==> config.mk <==
export PLATFORM = sky130hd
export DESIGN_NAME = dds_phase_generator
export DESIGN_NICKNAME = d
export VERILOG_FILES = /design/src/rtl/dds_phase_generator_pkg.sv /design/src/rtl/dds_freq_buffer.sv /design/src/rtl/dds_phase_generator.sv
export SDC_FILE = /design/constraint.sdc
export NUM_CORES = 1
export LEC_CHECK = 0
export ABC_AREA = 1
export ABC_CLOCK_PERIOD_IN_PS = 2950
export BUFFER_PORTS_ARGS = -buffer_cell sky130_fd_sc_hd__buf_2
export CORE_ASPECT_RATIO = 0.7
export CORE_MARGIN = 2
export CORE_UTILIZATION = 50
export CTS_BUF_LIST = sky130_fd_sc_hd__clkbuf_8
export DETAILED_ROUTE_END_ITERATION = 12
export PLACE_DENSITY = 0.71
export REMOVE_ABC_BUFFERS = 1
export SYNTH_ARGS = -nofsm -noshare
export SYNTH_HDL_FRONTEND = slang
export SYNTH_SLANG_ARGS = --single-unit
==> constraint.sdc <==
create_clock -name clk -period 2.95 [get_ports clk]
set_input_delay 0.1475 -clock clk [delete_from_list [all_inputs] [get_ports clk]]
set_output_delay 0.1475 -clock clk [all_outputs]
set_load 0.005 [all_outputs]
==> src/rtl/dds_phase_generator_pkg.sv <==
// Shared definitions for the DDS phase generator and the downstream shaping stage.
package dds_phase_generator_pkg;

  localparam int ACC_W_DEF  = 32;
  localparam int ADDR_W_DEF = 9;

  // Run/stop controller states
  typedef enum logic [1:0] {
    IDLE      = 2'd0,
    RUN       = 2'd1,
    STOP_PEND = 2'd2
  } dds_state_e;

  // Wave-select codes understood by the shaping stage
  typedef enum logic [1:0] {
    SINE   = 2'd0,
    TRI    = 2'd1,
    SQUARE = 2'd2,
    PWM    = 2'd3
  } wave_sel_e;

endpackage

==> src/rtl/dds_freq_buffer.sv <==
// Single-entry pending frequency-word register. Accepts a word when empty and
// hands it over on apply (apply_ok gates when the owner may consume it).
module dds_freq_buffer #(
  parameter int W = 32
) (
  input  logic         clk,
  input  logic         rst,
  input  logic [W-1:0] in_data,
  input  logic         in_valid,
  output logic         in_ready,
  input  logic         apply_ok,
  output logic         apply,
  output logic [W-1:0] pend_data
);

  logic [W-1:0] pend_q, pend_d;
  logic         full_q, full_d;
  logic         cap;

  assign in_ready  = ~full_q;
  assign cap       = in_valid & ~full_q;
  assign apply     = full_q & apply_ok;
  assign pend_data = pend_q;

  // Capture when empty, release on apply; the two never coincide since apply needs full
  always_comb begin
    pend_d = cap ? in_data : pend_q;
    full_d = full_q;
    if (apply)    full_d = 1'b0;
    else if (cap) full_d = 1'b1;
  end

  // Pending-word state
  always_ff @(posedge clk or posedge rst) begin
    if (rst) begin
      pend_q <= '0;
      full_q <= 1'b0;
    end else begin
      pend_q <= pend_d;
      full_q <= full_d;
    end
  end

endmodule

==> src/rtl/dds_phase_generator.sv <==
// DDS phase accumulator with wrap-synchronous frequency update and a run/stop
// controller that always parks the waveform at phase 0.
// Optional: define PHASE_OFFSET_EN to add a phase_offset input added to address.
module dds_phase_generator
  import dds_phase_generator_pkg::*;
#(
  parameter int ACC_W  = ACC_W_DEF,
  parameter int ADDR_W = ADDR_W_DEF
) (
  input  logic              clk,
  input  logic              rst,
  input  logic              start,
  input  logic              stop,
  input  logic [ACC_W-1:0]  freq_word,
  input  logic              freq_valid,
  output logic              freq_ready,
`ifdef PHASE_OFFSET_EN
  input  logic [ADDR_W-1:0] phase_offset,
`endif
  output logic [ADDR_W-1:0] address,
  output logic              enable,
  output logic              wrap,
  output logic              busy
);

  dds_state_e        state_q, state_d;
  logic [ACC_W-1:0]  acc_q, acc_d;
  logic [ACC_W-1:0]  inc_q, inc_d;
  logic [ADDR_W-1:0] address_q, address_d;
  logic              enable_q, enable_d;
  logic              wrap_q, wrap_d;
  logic              busy_q, busy_d;

  logic [ACC_W:0]    sum;
  logic              carry;
  logic              apply;
  logic [ACC_W-1:0]  pend_word;

  assign sum   = {1'b0, acc_q} + {1'b0, inc_q};
  // acc is pinned at 0 in IDLE, so carry only matters while generating
  assign carry = sum[ACC_W] & (state_q != IDLE);

  // Pending word goes live immediately when idle, otherwise only at a wrap
  dds_freq_buffer #(.W(ACC_W)) u_freq_buf (
    .clk       (clk),
    .rst       (rst),
    .in_data   (freq_word),
    .in_valid  (freq_valid),
    .in_ready  (freq_ready),
    .apply_ok  ((state_q == IDLE) | carry),
    .apply     (apply),
    .pend_data (pend_word)
  );

  // Next-state, accumulator and registered-output computation
  always_comb begin
    state_d = state_q;
    acc_d   = sum[ACC_W-1:0];
    inc_d   = apply ? pend_word : inc_q;
    case (state_q)
      IDLE: begin
        acc_d = '0;
        if (start && !stop) state_d = RUN;
      end
      RUN: begin
        if (stop) begin
          // With a zero increment a wrap never comes, so stop right away
          if (inc_q == '0) begin
            state_d = IDLE;
            acc_d   = '0;
          end else begin
            state_d = STOP_PEND;
          end
        end
      end
      STOP_PEND: begin
        if (carry) begin
          state_d = IDLE;
          acc_d   = '0;
        end
      end
      default: begin
        state_d = IDLE;
        acc_d   = '0;
      end
    endcase
    wrap_d   = carry;
    enable_d = (state_d != IDLE);
    busy_d   = (state_d != IDLE);
`ifdef PHASE_OFFSET_EN
    address_d = (state_d == IDLE) ? '0 : acc_d[ACC_W-1 -: ADDR_W] + phase_offset;
`else
    address_d = acc_d[ACC_W-1 -: ADDR_W];
`endif
  end

  // All state and outputs registered together so address/wrap/enable line up
  always_ff @(posedge clk or posedge rst) begin
    if (rst) begin
      state_q   <= IDLE;
      acc_q     <= '0;
      inc_q     <= '0;
      address_q <= '0;
      enable_q  <= 1'b0;
      wrap_q    <= 1'b0;
      busy_q    <= 1'b0;
    end else begin
      state_q   <= state_d;
      acc_q     <= acc_d;
      inc_q     <= inc_d;
      address_q <= address_d;
      enable_q  <= enable_d;
      wrap_q    <= wrap_d;
      busy_q    <= busy_d;
    end
  end

  assign address = address_q;
  assign enable  = enable_q;
  assign wrap    = wrap_q;
  assign busy    = busy_q;

endmodule

==> impl_results.md, run 1 <==
* Post-synthesis sequential area ratio at 42.6%
* Starting Density at 50.9%
* Critical path endpoint category: flip-flop
* Final total power at 7.00 mW
* Cells after synthesis at 726
* Worst slew pin tran at 0.705 ns
* Critical path, cell by cell: ha_1 -> a21oi_1 -> nand2_1 -> a21oi_1 -> nand2_2 -> nand2_2 -> nand3_2 -> nand2_2 -> buf_4 -> nor2_1 -> a21oi_1
* Cells resized by post-CTS repair at 0
* Layout cell share with drive strength beyond 1 at 15.5%
* Clock Tree Buf Depth at 2
* Cell taking the most area after synthesis: dfrtp_1
* Placement row count at 33
* Leakage power at 3.61 nW
* Hold Fails Final Rpt at 0
* Part of the cycle the worst path needs at 90.1%
* Setup TNS at 0 ns
* Clk pwr share at 13.2%
* # setup viols final at 0
* Post-synth EDFFs at 0
* Yosys Warn Count at 0
* DRT iter0 DRCs at 378
* Sw Ratio at 45.8%
* Total wire length at 13900 µm
* Vias in the first global route at 4781
* Worst hold path type: primary input to flip-flop
* DR pass1 iterations at 5
* CTS sink count at 101
* Via-to-Cell Ratio at 5.18
* Crit path kind: flip-flop to flip-flop
* DPL Wire Length at 10400 µm
* Mapped cell area at 5930 µm²
* Commonest cells in the netlist: nand2_1, dfrtp_1, nor2_1
* Logic pwr share at 51.3%
* CTS H-tree lvls at 3
* Slew headroom at 53.0%
* Die area at 12800 µm²
* Routability Congestion at 0.917
* Area growth syn-to-layout at 13.9%
* Final worst slack at 0.292 ns
* Crit path DAT at 2.94 ns
* Share of the core filled with cells at 58.0%
* Critical Path Start Type: flip-flop
* Critical path peak fanout at 46
* IO Count at 50
* Total global-route track usage at 23.5%
* Post-synthesis cell type count at 34
* Area contributors post-synth: dfrtp_1, nand2_1, ha_1
* Die Height at 95.1 µm
* Max-cap violation count at 0
* Nets@finish at 870
* Fin. max-slew vios at 0
* Clk_skew at 0.0123 ns
* Crit path time final at 2.66 ns
* Wire per inst at 14.5 µm
* Max Clk Rate at 376 MHz
* Initial antenna violation count at 0
* Seq cells post-synth at 101
* Latest clock arrival within the worst-skew pair at 0.37 ns
* Slowest Stage Delay on Critical Path at 0.47 ns
* DRC viols at 0
* Int Pwr at 3.79 mW
* Global route total overflow at 0
* Antenna Violating Nets Remaining at 0
* Run status: completed
* Core Area at 11600 µm²
* Seq pwr share at 35.5%
* Via Count at 4958
* Root Buffer: clkbuf_8
* First-pass GRT wire length at 23400 µm
* Die width at 134 µm
* Number of diodes at 0
* Syn avg cell area at 8.17 µm²
* Worst path slowest cell: dfrtp_1
* Setup WS pre-CTS at 0.454 ns
* CTS tree: yes
* # port buffers at 49
* Ys flop type: dfrtp_1
* P_sw at 3.21 mW
* Clk slew on worst S/H paths at 0.10 ns
* Synth top area share at 42.6%
* Largest net degree at the start of global routing at 58
* Worst path required time at 3.23 ns
* Top-count cell post-synth: nand2_1
* Power per standard cell area at 1040 nW/µm²
* TritonCTS Buffers at 9
* Unrepaired setup endpoints after global routing: false
* Peak supply drop at 0.000727 V
* Ys async rst share at 100%
## worst max-delay path: cells and delay by family (launching register included)
family | cells | cell delay, ns
AOI/OAI and AO/OA | 3 | 0.71
adders and majority gates | 1 | 0.36
buffers and inverters | 1 | 0.42
DFF | 1 | 0.47
and+or+nand+nor | 6 | 0.61
## placed cells by master, fill, tap and decap left out, types with 2 or more instances in the layout
master and count:
nand2_1 190, dfrtp_1 101, nor2_1 86, inv_1 77, buf_2 49, a21oi_1 46
nand3_1 42, ha_1 36, mux2_2 32, dlygate4sd3_1 30, xnor2_1 17, nor2_2 11
clkbuf_8 10, nor3_1 9, o21ai_0 8, nand3b_1 7, nand2_2 6, nand4_1 6
xor2_1 6, o21bai_1 5, a21o_1 4, buf_4 3, a31oi_1 2, inv_6 2
## metal layers
metal  part of all wire (%)  global-route usage [%]  wire length [µm]  vias to the layer above
met3                     10                    6.80              1390                       13
met2                     40                    34.3              5610                      179
met4                   0.80                    5.00               112                        0
met5                      0                       0                 0                        -
met1                     49                    34.8              6800                     2314
li1                       -                       -                 -                     2452
## registers in the layout, summed over array words and instances (netlist names)
register	cells
busy	1
address	8
state_q	2
u_freq_buf.pend_data	32
inc_q	32
u_freq_buf.full_q	1
acc_q	24
wrap	1
## per-stage QoR
step | hold WS [ns] | cells | area (µm²)
6_report | 0.0182 | 957 | 6750
5_1_grt | 0.000582 | 957 | 6750
4_1_cts | 0.0000653 | 957 | 6750
3_5_place_dp | 0.307 | 912 | 6250
3_3_place_gp | 0.296 | 912 | 6250
2_1_floorplan | 0.298 | 702 | 5760
## power groups by stage
| stage | logic, mW | registers, mW | clock network, mW |
|---|---|---|---|
| global route | 4.07 | 2.56 | 1.01 |
| CTS | 3.55 | 2.47 | 0.960 |
| finish | 3.59 | 2.49 | 0.924 |
| floorplan | 2.72 | 2.30 | 0 |
| global placement | 3.39 | 2.47 | 0 |
| detailed placement | 3.50 | 2.49 | 0 |
## final timing paths
kind	startpoint	end	slack, ns	cells past startpoint
worst max-delay path	inc_q[11]	inc_q[29]	0.29	11
worst min-delay path	freq_word[20]	u_freq_buf.pend_data[20]	0.02	2
worst max register to register	inc_q[11]	inc_q[29]	0.29	11
worst min register to register	u_freq_buf.pend_data[31]	u_freq_buf.pend_data[31]	0.51	1
max in group asynchronous	rst	state_q[1]	1.82	4
min in group asynchronous	rst	u_freq_buf.pend_data[23]	0.43	3
## what timing repair did
action,4_1_cts,5_1_grt
hold buffers,30,0
buffers inserted,0,0
endpoints found under the hold margin,85,0
## logic make-up (layout without fill, tap and decap cells)
kind of cell,Yosys count,count (layout),synth area share (%)
multiplexers,32,32,6.08
XOR/XNOR,23,23,3.40
buffers and inverters,103,177,7.79
AND/OR/NAND/NOR,363,363,26.0
flip-flops,101,101,42.6
adder cells (fa/ha/maj),37,37,7.94
AO/OA/AOI/OAI,67,67,6.18
## area by class of cell
class	instances	area, µm²
inverters	79	299
clock inverters	5	66.3
fillers	1067	4890
flip-flops and latches	101	2530
repair buffers	83	588
well taps	157	196
multi-input cells	522	2940
clock buffers	10	138
(Power assumes the default switching activity.)
==> inputs of run 2 (changes only) <==
Settings changed: HOLD_SLACK_MARGIN set to 0.12.
==> run 2 against run 1 <==
Total power rose by 0.19%. Utilization rose by 0.26 points. Routed wire length rose by 0.96%. Critical path depth did not move. Clock skew fell by 0.0023 ns. Flip-flop and latch count did not move. Clock power rose by 0.5%. Critical path type unchanged. Largest cell class unchanged.
==> impl_results.md, run 2 (synthesis results as in run 1) <==
* Hold Fails Final Rpt at 0 (unchanged)
* Max Clk Rate at 377 MHz (+0.24%)
* Die area at 12800 µm² (unchanged)
* CTS tree: yes
* Setup TNS at 0 ns (unchanged)
* Critical path peak fanout at 46 (unchanged)
* Leakage power at 3.63 nW (+0.35%)
* # setup viols final at 0 (unchanged)
* Hold Slack at 0.273 ns (+0.254 ns)
* Placement row count at 33 (unchanged)
* Total wire length at 14000 µm (+0.96%)
* Die Height at 95.1 µm (unchanged)
* Clock Tree Buf Depth at 2 (unchanged)
* TritonCTS Buffers at 9 (unchanged)
* Part of the cycle the worst path needs at 89.9% (-0.22 points)
* Clk_skew at 0.0100 ns (-0.00228 ns)
* Final total power at 7.02 mW (+0.19%)
* Die width at 134 µm (unchanged)
* Slew headroom at 53.0% (about the same)
* Layout cell share with drive strength beyond 1 at 15.4% (-0.058 points)
* Total global-route track usage at 23.7% (+0.22 points)
* Wire per inst at 14.6 µm (+0.64%)
* Worst path required time at 3.23 ns (about the same)
* DPL Wire Length at 10400 µm (unchanged)
* Crit path time final at 2.65 ns (-0.00642 ns)
* Seq pwr share at 35.4% (about the same)
* Critical path, cell by cell: ha_1 -> a21oi_1 -> nand2_1 -> a21oi_1 -> nand2_2 -> nand2_2 -> nand3_2 -> nand2_2 -> buf_4 -> nor2_1 -> a21oi_1
* Reg-to-Reg End: inc_q[29]
* Peak supply drop at 0.000725 V (-0.23%)
* CTS H-tree lvls at 3 (unchanged)
* Root Buffer: clkbuf_8
* Power per standard cell area at 1030 nW/µm² (-0.25%)
* Latest clock arrival within the worst-skew pair at 0.37 ns (about the same)
* First-pass GRT wire length at 23500 µm (+0.68%)
* DRC viols at 0 (unchanged)
* Vias in the first global route at 4812 (+0.65%)
* Int Pwr at 3.80 mW (about the same)
* DR pass1 iterations at 5 (unchanged)
* R2r setup slk at 0.30 ns (about the same)
* P_sw at 3.22 mW (+0.32%)
* Reg area at 2530 µm² (unchanged)
* CTS sink count at 101 (unchanged)
* Fin. max-slew vios at 0 (unchanged)
* Unrepaired setup endpoints after global routing: false
* Sw Ratio at 45.9% (+0.056 points)
* Number of diodes at 0 (unchanged)
* Initial antenna violation count at 0 (unchanged)
* Core Area at 11600 µm² (unchanged)
* Area growth syn-to-layout at 14.4%
* Critical Path Start Type: flip-flop
* Fill count at 1062 (-0.47%)
* Crit path kind: flip-flop to flip-flop
* Starting Density at 50.9% (unchanged)
* IO Count at 50 (unchanged)
* Final worst slack at 0.298 ns (+0.00642 ns)
* Routability Congestion at 0.917 (unchanged)
* Nets@finish at 873 (+0.34%)
* Global route total overflow at 0 (unchanged)
* Worst Hold Path EP: busy
* Setup WS pre-CTS at 0.454 ns (unchanged)
* Clk slew on worst S/H paths at 0.10 ns (about the same)
* Run status: completed
* Logic pwr share at 51.3% (about the same)
* Commonest non-fill, non-tap cell in the layout: nand2_1
* Cell depth of the worst flop-to-flop path at 11 (unchanged)
* Min-Delay Startpoint: stop
* Worst hold path type: primary input to flip-flop
* Slowest Stage Delay on Critical Path at 0.47 ns (about the same)
* Via-to-Cell Ratio at 5.15 (-0.51%)
* Clk pwr share at 13.2% (about the same)
* Cells resized by post-CTS repair at 0 (unchanged)
* Via Count at 4948 (-0.20%)
* DRT iter0 DRCs at 378 (unchanged)
* Area occupied by multi-input gates at 2940 µm² (unchanged)
* Max-cap violation count at 0 (unchanged)
* Worst path slowest cell: dfrtp_1
* Most frequent cells in the layout: nand2_1, dfrtp_1, nor2_1
* Critical path endpoint category: flip-flop
* Largest net degree at the start of global routing at 58 (unchanged)
* Crit path DAT at 2.93 ns (about the same)
* Worst slew pin tran at 0.705 ns (+0.000604 ns)
* Worst r2r src: inc_q[11]
* Antenna Violating Nets Remaining at 0 (unchanged)
* # port buffers at 49 (unchanged)
* Worst Hold Depth at 7 (+5)
[run 2: cell types whose count changed in the layout (fill, tap and decap cells not counted)]
cell / change
dlygate4sd3_1: +3
[run 2: per-stage QoR]
| stage | utilization (%) | cell area, µm² | instances |
|---|---|---|---|
| 2_1_floorplan | - | 5760 | 702 |
| 3_3_place_gp | 53.7 | 6250 | 912 |
| 3_5_place_dp | 53.7 | 6250 | 912 |
| 4_1_cts | 58.3 | 6780 | 960 |
| 5_1_grt | 58.3 | 6780 | 960 |
| 6_report | 58.3 | 6780 | 960 |
[run 2: layout make-up]
class / instances / area share [%]
tap: 157 / 2.90
timing repair buffer: 86 / 9.11
multi-input combinational: 522 / 43.3
clock buffer: 10 / 2.03
inverter: 79 / 4.41
clock inverter: 5 / 0.977
sequential: 101 / 37.3
[run 2: worst max-delay path: cells and delay by family, from the launching register on]
kind	cells	cell delay, ns
AO/OA/AOI/OAI	3	0.70
adder cells (fa/ha/maj)	1	0.36
buffers and inverters	1	0.41
flip-flops	1	0.47
AND/OR/NAND/NOR	6	0.61
[run 2: how the worst max path moves through the flow]
stage	end	cells after the start	slack [ns]	startpoint
final	inc_q[29]	11	0.30	inc_q[11]
after global routing	inc_q[29]	14	0.14	inc_q[0]
after CTS	acc_q[21]	15	0.42	inc_q[0]
after detailed placement	acc_q[21]	15	0.45	inc_q[0]
after global placement	inc_q[23]	14	0.55	inc_q[0]
after floorplan	acc_q[0]	1	0.16	rst
[run 2: layer usage]
metal / share of wire (%) / up-vias / routed length [µm] / global-route usage (%)
li1: - / 2460 / - / -
met1: 49 / 2309 / 6940 / 34.9
met2: 40 / 163 / 5660 / 34.7
met3: 9.3 / 16 / 1310 / 6.86
met4: 0.97 / 0 / 136 / 5.26
met5: 0 / - / 0 / 0
[run 2: power by group through the flow]
stage                     combinational (mW)  sequential, mW  clock [mW]
after floorplan                         2.72            2.30           0
after global placement                  3.39            2.47           0
after detailed placement                3.50            2.49           0
after CTS                               3.55            2.47       0.960
after global routing                    4.07            2.56        1.01
final                                   3.60            2.49       0.929
[run 2: timing repair]
item	4_1_cts	5_1_grt
buffers inserted	0	0
hold buffers	33	0
hold endpoints to repair	88	0
